### src/rtl/global_stall_pkg.sv
// Shared defaults and types for the global-stall multi-lane pipeline.
package global_stall_pkg;

  localparam int unsigned DEF_WIDTH   = 32;
  localparam int unsigned DEF_DEPTH   = 4;
  localparam int unsigned DEF_LANES   = 2;
  localparam int unsigned STALL_CNT_W = 32;

  typedef struct packed {
    logic                 valid;
    logic [DEF_WIDTH-1:0] data;
  } lane_stage_t;

endpackage

### src/rtl/global_stall_pipe_stage.sv
// One pipeline register stage: holds when en is low, adds 1 to valid data on advance.
module stall_stage #(
  parameter int unsigned WIDTH = 32
) (
  input  logic             clk,
  input  logic             reset,
  input  logic             en,
  input  logic             in_valid,
  input  logic [WIDTH-1:0] in_data,
  output logic             out_valid,
  output logic [WIDTH-1:0] out_data
);

  // Data register keeps its old value under a bubble so it never goes X.
  always_ff @(posedge clk or posedge reset) begin
    if (reset) begin
      out_valid <= 1'b0;
      out_data  <= '0;
    end else if (en) begin
      out_valid <= in_valid;
      if (in_valid) out_data <= in_data + WIDTH'(1);
    end
  end

endmodule

### src/rtl/global_stall_pipe.sv
// LANES x DEPTH pipeline frozen by a single global stall; stall counter
// is built only when STALL_CNT_EN is defined (otherwise stall_count reads 0).
module global_stall_pipe
  import global_stall_pkg::*;
#(
  parameter int unsigned WIDTH = DEF_WIDTH,
  parameter int unsigned DEPTH = DEF_DEPTH,
  parameter int unsigned LANES = DEF_LANES
) (
  input  logic                   clk,
  input  logic                   reset,
  input  logic [LANES-1:0]       in_valid,
  input  logic [LANES*WIDTH-1:0] in_data,
  output logic                   in_ready,
  output logic [LANES-1:0]       out_valid,
  output logic [LANES*WIDTH-1:0] out_data,
  input  logic [LANES-1:0]       out_ready,
  output logic [STALL_CNT_W-1:0] stall_count
);

  logic             stall;
  logic             advance;
  logic             stg_valid [LANES][DEPTH];
  logic [WIDTH-1:0] stg_data  [LANES][DEPTH];

  // Only a lane actually presenting data can block; idle lanes ignore ready.
  always_comb begin
    stall    = |(out_valid & ~out_ready);
    advance  = ~stall;
    in_ready = advance;
  end

  for (genvar l = 0; l < LANES; l++) begin : g_lane
    for (genvar s = 0; s < DEPTH; s++) begin : g_stage
      logic             v_in;
      logic [WIDTH-1:0] d_in;

      if (s == 0) begin : g_head
        assign v_in = in_valid[l];
        assign d_in = in_data[l*WIDTH +: WIDTH];
      end else begin : g_body
        assign v_in = stg_valid[l][s-1];
        assign d_in = stg_data[l][s-1];
      end

      stall_stage #(.WIDTH(WIDTH)) u_stage (
        .clk      (clk),
        .reset    (reset),
        .en       (advance),
        .in_valid (v_in),
        .in_data  (d_in),
        .out_valid(stg_valid[l][s]),
        .out_data (stg_data[l][s])
      );
    end

    assign out_valid[l]                = stg_valid[l][DEPTH-1];
    assign out_data[l*WIDTH +: WIDTH]  = stg_data[l][DEPTH-1];
  end

`ifdef STALL_CNT_EN
  logic [STALL_CNT_W-1:0] stall_cnt_q;

  always_ff @(posedge clk or posedge reset) begin
    if (reset) begin
      stall_cnt_q <= '0;
    end else if (stall && (stall_cnt_q != '1)) begin
      stall_cnt_q <= stall_cnt_q + STALL_CNT_W'(1);
    end
  end

  assign stall_count = stall_cnt_q;
`else
  assign stall_count = '0;
`endif

endmodule

### config.mk
export PLATFORM = sky130hd
export DESIGN_NAME = global_stall_pipe
export DESIGN_NICKNAME = d
export VERILOG_FILES = /design/src/rtl/global_stall_pkg.sv /design/src/rtl/global_stall_pipe_stage.sv /design/src/rtl/global_stall_pipe.sv
export SDC_FILE = /design/constraint.sdc
export NUM_CORES = 1
export LEC_CHECK = 0
export CAP_MARGIN = 20
export CORE_MARGIN = 3
export CORE_UTILIZATION = 55
export DETAILED_ROUTE_END_ITERATION = 8
export GPL_TIMING_DRIVEN = 0
export MAX_ROUTING_LAYER = met4
export PLACE_DENSITY_LB_ADDON = 0.25
export SLEW_MARGIN = 25
export SYNTH_ARGS = -nofsm -noshare
export SYNTH_HDL_FRONTEND = slang
export SYNTH_SLANG_ARGS = --single-unit
### constraint.sdc
create_clock -name clk -period 11.35 [get_ports clk]
set_clock_uncertainty 0.1 [all_clocks]
set_input_delay 2.27 -clock clk [delete_from_list [all_inputs] [get_ports clk]]
set_output_delay 2.27 -clock clk [all_outputs]
set_load 0.005 [all_outputs]
==> summary.md, run 1 <==
| Metric | Value |
|---|---|
| Max_slew headroom | between 30% and 40% |
| RR Endpoint | g_lane[0].g_stage[3].u_stage.out_data[4]$_DFFE_PP0P_ |
| Sinks on Clock Net | roughly 260 |
| CP Max Fanout | 10 |
| Status | complete, no violations |
| # diodes | 0 |
| Worst hold slack | ~0.37 ns |
| Largest net degree at the start of global routing | roughly 110 |
| Drt drc | 0 |
| Wirelength per Cell | about 15 µm |
| IO Pins | approximately 170 |
| Grt peak-use layer | met2 |
| Peak Freq | between 100 and 150 MHz |
| Antenna violations before repair | 0 |
| Synth area leaders | dfrtp_1 (47%), nand2_1 (8.5%), o21ai_0 (8.4%), xor2_1 (8.0%), xnor2_1 (6.8%) |
| Synth unique cells | 39 |
| Die area | roughly 28000 µm² |
| Worst EP arrival | approximately 5 ns |
| Final Worst Setup Slack | around 4 ns |
| H-tree depth reported by CTS | 1 |
| Core area | about 25000 µm² |
| Commonest cells in the netlist | nand2_1 (320), dfrtp_1 (264), o21ai_0 (237), xor2_1 (128), xnor2_1 (109) |
| Area growth syn-to-layout | 21.0% |
| CP required | ~9 ns |
| Total congestion overflow | 0 |
| Reg2reg path depth | 7 |
| Hold Buf Count CTS | 0 |
| # setup viols final | 0 |
| DR vias | around 11000 |
| Top cell type's share of synthesized area | a little under half |
| Worst Hold Path Cells | 2 |
| Register-to-register setup slack | 7.96 ns |
| Core Rows | between 50 and 60 |
| Hold endpoint | g_lane[1].g_stage[1].u_stage.out_valid$_DFFE_PP0P_ |
| Initial core utilization | 57.0% |
| Worst setup EP type | output port |
| Die height | between 150 and 200 µm |
| CTS tree | built |
| Cell family with most CP delay | buffers and inverters |
| YS warnings | 0 |
| Worst path depth | 5 |
| Seq. cell area | between 6000 and 7000 µm² |
| Total CTS buffers | 27 |
| CTS Root Cell | clkbuf_16 |
| RSZ-0062 raised after global routing | no |
| Hold Path Class | flip-flop to flip-flop |
| CP dominant cell by count | clkdlybuf4s50_1 |
| Pins Over Slew Limit | 0 |
| First-pass GRT wire length | roughly 53000 µm |
| Worst Tran Pin Value | between 1 and 1.5 ns |
| Longest Clk Path Bufs | 3 |
| Syn_area_per_cell | between 8 and 9 µm² |
| Die X | around 170 µm |
| CP max stage cell | o22ai_1 |
| Max cap viols | 0 |
| Cell Area, Synth | between 10000 and 15000 µm² |
| Routed WL | a little over 30000 µm |
| Post-cts sizing count | 0 |
| Pre-Repair DR Iteration Count | 7 |
| Top cell type by total area after synthesis | dfrtp_1 |
| Design area | 17100 µm² |
| #FFs+latches synth | around 260 |
| Post-synth EDFFs | 0 |
| GRT Overall Usage | roughly 23% |
| FFs w/ async S/R, synth | between 90% and 100% |
| Share of layout cells above drive strength 1 | around 6.4% |
| Post-DRT Antenna Nets | 0 |
| IO buf count | roughly 140 |
| Bufs and invs on worst path | 4 |
| Met2 global-route usage | between 30% and 40% |
| Via density per instance | between 5 and 6 |
| Final cycle utilization of the critical path | around 65% |
| Seq/Total Area, Yosys | between 40% and 50% |
| CP Launch Type | input pin |
| Final hold violation count | 0 |
| Final #Nets | around 1900 |
| Maximum vdd drop | 0.000156 V |
| DP HPWL | around 23000 µm |
| Postcts setup bufs | 0 |
| Leakage | between 6 and 7 nW |
| Crit-path cells | clkdlybuf4s50_1 -> o22ai_1 -> clkinv_1 -> clkbuf_1 -> clkdlybuf4s50_1 |
| Setup WS pre-CTS | just under 4 ns |
| Crit path largest cell delay | between 0.7 and 0.8 ns |
| Vias in the first global route | between 10000 and 15000 |
| Multi-input logic area | about 7000 µm² |
| CTS clk-pin slew, worst paths | 0.06 ns |
| HP Start | g_lane[1].g_stage[1].u_stage.out_valid$_DFFE_PP0P_ |
| Period minus WS final | roughly 7.4 ns |
| Critical setup path kind | input pin to output port |
| Met3 Use GR | under 10% |
| Pwr Total | approximately 4 mW |
| FF-to-FF Start | g_lane[1].g_stage[3].u_stage.out_valid$_DFFE_PP0P_ |
| Placed Area | 16100 µm² |
| Clock Latency Late Sink | around 0.54 ns |
| Fillers | between 1500 and 2000 |
| Synth Flop Type | dfrtp_1 |
| 1st-iter DRT viols | 685 |
| Gpl congestion | 0.910 |
| Most frequent cell after synthesis | nand2_1 |
| Power per cell area | around 230 nW/µm² |
| Post-synthesis cell count | ~1600 |
| GRT met1 Usage | roughly 34% |
## cell usage in the layout, fill, tap and decap left out, types with 2 or more instances in the layout
cell,synthesis,routed
a21oi_1,4,4
and2_1,8,8
and3_1,32,32
and4_1,18,18
buf_16,0,2
buf_2,5,5
buf_4,34,34
bufinv_16,0,6
clkbuf_1,57,58
clkbuf_16,0,27
clkbuf_8,0,4
clkdlybuf4s50_1,0,136
clkinv_2,0,6
clkinv_4,0,2
clkinvlp_4,0,2
conb_1,1,32
dfrtp_1,264,264
ha_1,8,8
inv_1,26,25
mux2_2,13,13
nand2_1,320,320
nand3_1,91,91
nand4_1,89,89
nor2_1,52,52
nor3_1,36,35
nor3_2,1,2
nor3b_1,2,2
nor4_1,24,22
nor4_2,2,4
o2111ai_1,2,2
o21ai_0,237,237
or3_1,3,3
or4_1,5,5
xnor2_1,109,109
xor2_1,128,128
## stage by stage
stage               setup TNS (ns)  utilization, %  cells
global placement           -273.71            64.6   2074
finish                           0            69.0   2126
detailed placement               0            64.9   2076
global route                     0            69.0   2126
floorplan                        0               -   1614
CTS                              0            68.9   2126
## flip-flops by register name, indices dropped and copies added (netlist names)
name,cells
g_lane.g_stage.u_stage.out_data,256
g_lane.g_stage.u_stage.out_valid,8
## how the worst max path moves through the flow
stage,start,to,slack (ns)
floorplan,reset,g_lane[0].g_stage[0].u_stage.out_data[0]$_DFFE_PP0P_,1.71
CTS,out_ready[0],in_ready,3.97
global route,out_ready[0],in_ready,3.93
detailed placement,out_ready[0],in_ready,3.92
global placement,reset,g_lane[0].g_stage[3].u_stage.out_data[24]$_DFFE_PP0P_,-1.06
finish,out_ready[0],in_ready,3.99
## power breakdown
group,switching [mW],internal [mW]
logic,0.638,0.567
registers,0.434,1.33
clock network,0.371,0.601
## cell type report
class	count	area share, %
clock buffers	32	4.30
plain buffers	97	2.92
flip-flops and latches	264	38.7
clock inverters	18	1.57
inverters	27	0.638
multi-input cells	1226	41.2
well taps	324	2.38
repair buffers	138	8.30
## cell families (layout without fill, tap and decap cells)
kind of cell | after synthesis | count (layout) | share of synthesized area, %
DFF | 264 | 264 | 46.9
buffers and inverters | 124 | 312 | 4.25
muxes | 13 | 13 | 1.04
other | 1 | 32 | 0.0266
xor gates and xnor gates | 237 | 237 | 14.7
adders and majority gates | 8 | 8 | 0.710
and+or+nand+nor | 690 | 690 | 23.6
AOI/OAI and AO/OA | 246 | 246 | 8.85
## routing by layer
| metal | part of all wire, % | up-vias |
|---|---|---|
| met5 | 0 | - |
| li1 | - | 5814 |
| met1 | 50 | 5333 |
| met2 | 44 | 284 |
| met3 | 4.7 | 34 |
| met4 | 1.4 | 0 |
## worst min-delay path: cells and delay by family, from the launching register on
family | cells | cell delay (ns)
DFF | 1 | 0.34
and+or+nand+nor | 2 | 0.10
No activity file was read; power rests on OpenSTA's default activity.
==> run 2: changes to the inputs <==
CORE_UTILIZATION = 51   (was 55)
clock period = 6.4 ns   (was 11.35 ns; I/O delays follow)
==> run 2 against run 1 <==
Global-route usage is 1.5 points lower. Sequential cell count stayed put. Design area is 0.37% higher. Register-to-register slack worse by 5.0 ns. Wire length hardly changed. Combinational power is 77% higher. Worst hold slack better by 0.00070 ns. Sequential power is 77% higher. Non-clock buffer count is 7 higher. Sequential share of layout area is 0.14 points lower. Via count is 0.81% lower. First-iteration DRC count is 19% lower. Critical path type unchanged.
==> summary.md, run 2 (synthesis gave the netlist of run 1 again) <==
| Metric | Value |
|---|---|
| CP required | 5.02 ns (was 8.98 ns) |
| Placed Area | 16200 µm² (was 16100 µm²) |
| Design area | 17100 µm² (about the same) |
| CP Max Fanout | 10 (unchanged) |
| Pre-Repair DR Iteration Count | 5 (was 7) |
| Die area | 29700 µm² (was 27600 µm²) |
| Pwr Total | 6.84 mW (was 3.94 mW) |
| Final hold violation count | 0 (unchanged) |
| Reg2reg path depth | 7 (unchanged) |
| Net Sw Power | 2.53 mW (was 1.44 mW) |
| First-pass GRT wire length | 51600 µm (was 53200 µm) |
| IO buf count | 136 (unchanged) |
| RSZ-0062 raised after global routing | no (unchanged) |
| Die X | 172 µm (was 166 µm) |
| Post-DRT Antenna Nets | 0 (unchanged) |
| Worst Hold Path Cells | 2 (unchanged) |
| Core Rows | 60 (was 57) |
| Reg power frac | 45.6% (was 44.7%) |
| Peak Freq | about 180 MHz |
| # setup viols final | 0 (unchanged) |
| Via density per instance | 5.29 (was 5.39) |
| Hold Buf Count CTS | 0 (unchanged) |
| Gpl congestion | 0.898 (was 0.910) |
| Hold Path Class | flip-flop to flip-flop (unchanged) |
| Worst Tran Pin Value | 1.07 ns (was 1.02 ns) |
| Critical setup path kind | input pin to output port (unchanged) |
| Final cycle utilization of the critical path | approximately 85% |
| Longest Clk Path Bufs | 3 (unchanged) |
| DR vias | 11400 (was 11500) |
| Worst hold slack | 0.375 ns (about the same) |
| Setup WS pre-CTS | 0.903 ns (was 3.92 ns) |
| Worst setup EP type | output port (unchanged) |
| H-tree depth reported by CTS | 1 (unchanged) |
| DP HPWL | 23900 µm (was 23000 µm) |
| FF-to-FF Start | g_lane[1].g_stage[3].u_stage.out_valid$_DFFE_PP0P_ (unchanged) |
| Internal power | 4.31 mW (was 2.49 mW) |
| CTS Root Cell | clkbuf_16 (unchanged) |
| Vias in the first global route | 10600 (was 11000) |
| Sw frac | 37.0% (was 36.7%) |
| CTS tree | built (unchanged) |
| GRT Overall Usage | 21.3% (was 22.8%) |
| Combinational Power Share | 31.3% (was 30.6%) |
| 1st-iter DRT viols | 554 (was 685) |
| CP Launch Point | out_ready[0] (unchanged) |
| CTS clk-pin slew, worst paths | 0.06 ns (about the same) |
| Total CTS buffers | 27 (unchanged) |
| Sinks on Clock Net | 264 (unchanged) |
| Routed WL | 30900 µm (about the same) |
| Clock Latency Late Sink | 0.53 ns (was 0.54 ns) |
| Area growth syn-to-layout | 21.5% (was 21.0%) |
| Share of layout cells above drive strength 1 | 6.59% (was 6.44%) |
| Largest register FFs | 256 (unchanged) |
| Postcts setup bufs | 0 (unchanged) |
| Pins Over Slew Limit | 0 (unchanged) |
| Core area | 27000 µm² (was 24700 µm²) |
| Worst EP arrival | 4.08 ns (was 4.99 ns) |
| Commonest non-fill, non-tap cell in the layout | nand2_1 (unchanged) |
| Leakage | 6.81 nW (about the same) |
| Clock Power Share | 23.1% (was 24.7%) |
| Power per cell area | 399 nW/µm² (was 231 nW/µm²) |
| Placed cell count | 2100 (was 2076) |
| Most flops, register | g_lane.g_stage.u_stage.out_data (unchanged) |
| Post-cts sizing count | 0 (unchanged) |
| CP Launch Type | input pin (unchanged) |
| Die height | 172 µm (was 166 µm) |
| Maximum vdd drop | 0.000205 V (was 0.000156 V) |
| Wirelength per Cell | 14.4 µm (was 14.5 µm) |
| Total congestion overflow | 0 (unchanged) |
| Initial core utilization | 52.2% (was 57.0%) |
| Commonest non-fill, non-tap cells in the layout | nand2_1 (320), dfrtp_1 (264), o21ai_0 (237) (unchanged) |
| Period minus WS final | 5.46 ns |
| IO Pins | 169 (unchanged) |
| Non-Filler Instances | 2148 (was 2126) |
| Register-to-register setup slack | 2.94 ns (was 7.96 ns) |
| Antenna violations before repair | 0 (unchanged) |
| Status | complete, no violations (unchanged) |
| Largest net degree at the start of global routing | 34 (was 107) |
| HP Start | g_lane[1].g_stage[3].u_stage.out_data[19]$_DFFE_PP0P_ (was g_lane[1].g_stage[1].u_stage.out_valid$_DFFE_PP0P_) |
| Biggest regs | g_lane.g_stage.u_stage.out_data x256, g_lane.g_stage.u_stage.out_valid x8 (unchanged) |
| Max cap viols | 0 (unchanged) |
| # diodes | 0 (unchanged) |
| Final #Nets | 1866 (was 1859) |
| Final Worst Setup Slack | 0.939 ns (was 3.99 ns) |
| Drt drc | 0 (unchanged) |
| Max_slew headroom | 29.0% (was 31.1%) |
[run 2: path summary, 6_finish.rpt]
check                                                                        endpoint
worst max-delay path                                                         in_ready
worst min-delay path            g_lane[1].g_stage[3].u_stage.out_data[19]$_DFFE_PP0P_
worst max register to register   g_lane[0].g_stage[3].u_stage.out_data[8]$_DFFE_PP0P_
worst min register to register  g_lane[1].g_stage[3].u_stage.out_data[19]$_DFFE_PP0P_
max in group asynchronous       g_lane[1].g_stage[0].u_stage.out_data[28]$_DFFE_PP0P_
min in group asynchronous          g_lane[0].g_stage[3].u_stage.out_valid$_DFFE_PP0P_
[run 2: worst max-delay path, cell delays in order]
cell             delay, ns
clkdlybuf4s50_1       0.40
o22ai_1               0.82
clkinv_1              0.48
clkbuf_1              0.50
clkdlybuf4s50_1       0.58
[run 2: per-stage QoR]
step / TNS, ns / utilization (%)
after floorplan: 0 / -
after global placement: -33.49 / 59.2
after detailed placement: 0 / 60.0
after CTS: 0 / 63.3
after global routing: 0 / 63.4
final: 0 / 63.4
[run 2: final cells by class]
class | instances | area (µm²)
flip-flops and latches | 264 | 6610
clock inverters | 14 | 165
well taps | 341 | 427
clock buffers | 34 | 742
plain buffers | 97 | 498
multi-input cells | 1226 | 7030
inverters | 27 | 105
repair buffers | 145 | 1560
fillers | 2300 | 9900
[run 2: power groups by stage]
stage / sequential, mW / combinational (mW) / clock [mW]
after floorplan: 2.94 / 1.38 / 0
after global placement: 3.09 / 2.06 / 0
after detailed placement: 3.13 / 2.16 / 0
after CTS: 3.10 / 2.17 / 1.61
after global routing: 3.23 / 2.46 / 1.68
final: 3.12 / 2.14 / 1.58
[run 2: per-layer routing]
layer | global-route usage [%] | part of all wire, %
met2 | 31.7 | 43
met1 | 32.1 | 52
met4 | 3.96 | 1.6
met3 | 2.08 | 3.8
met5 | - | 0
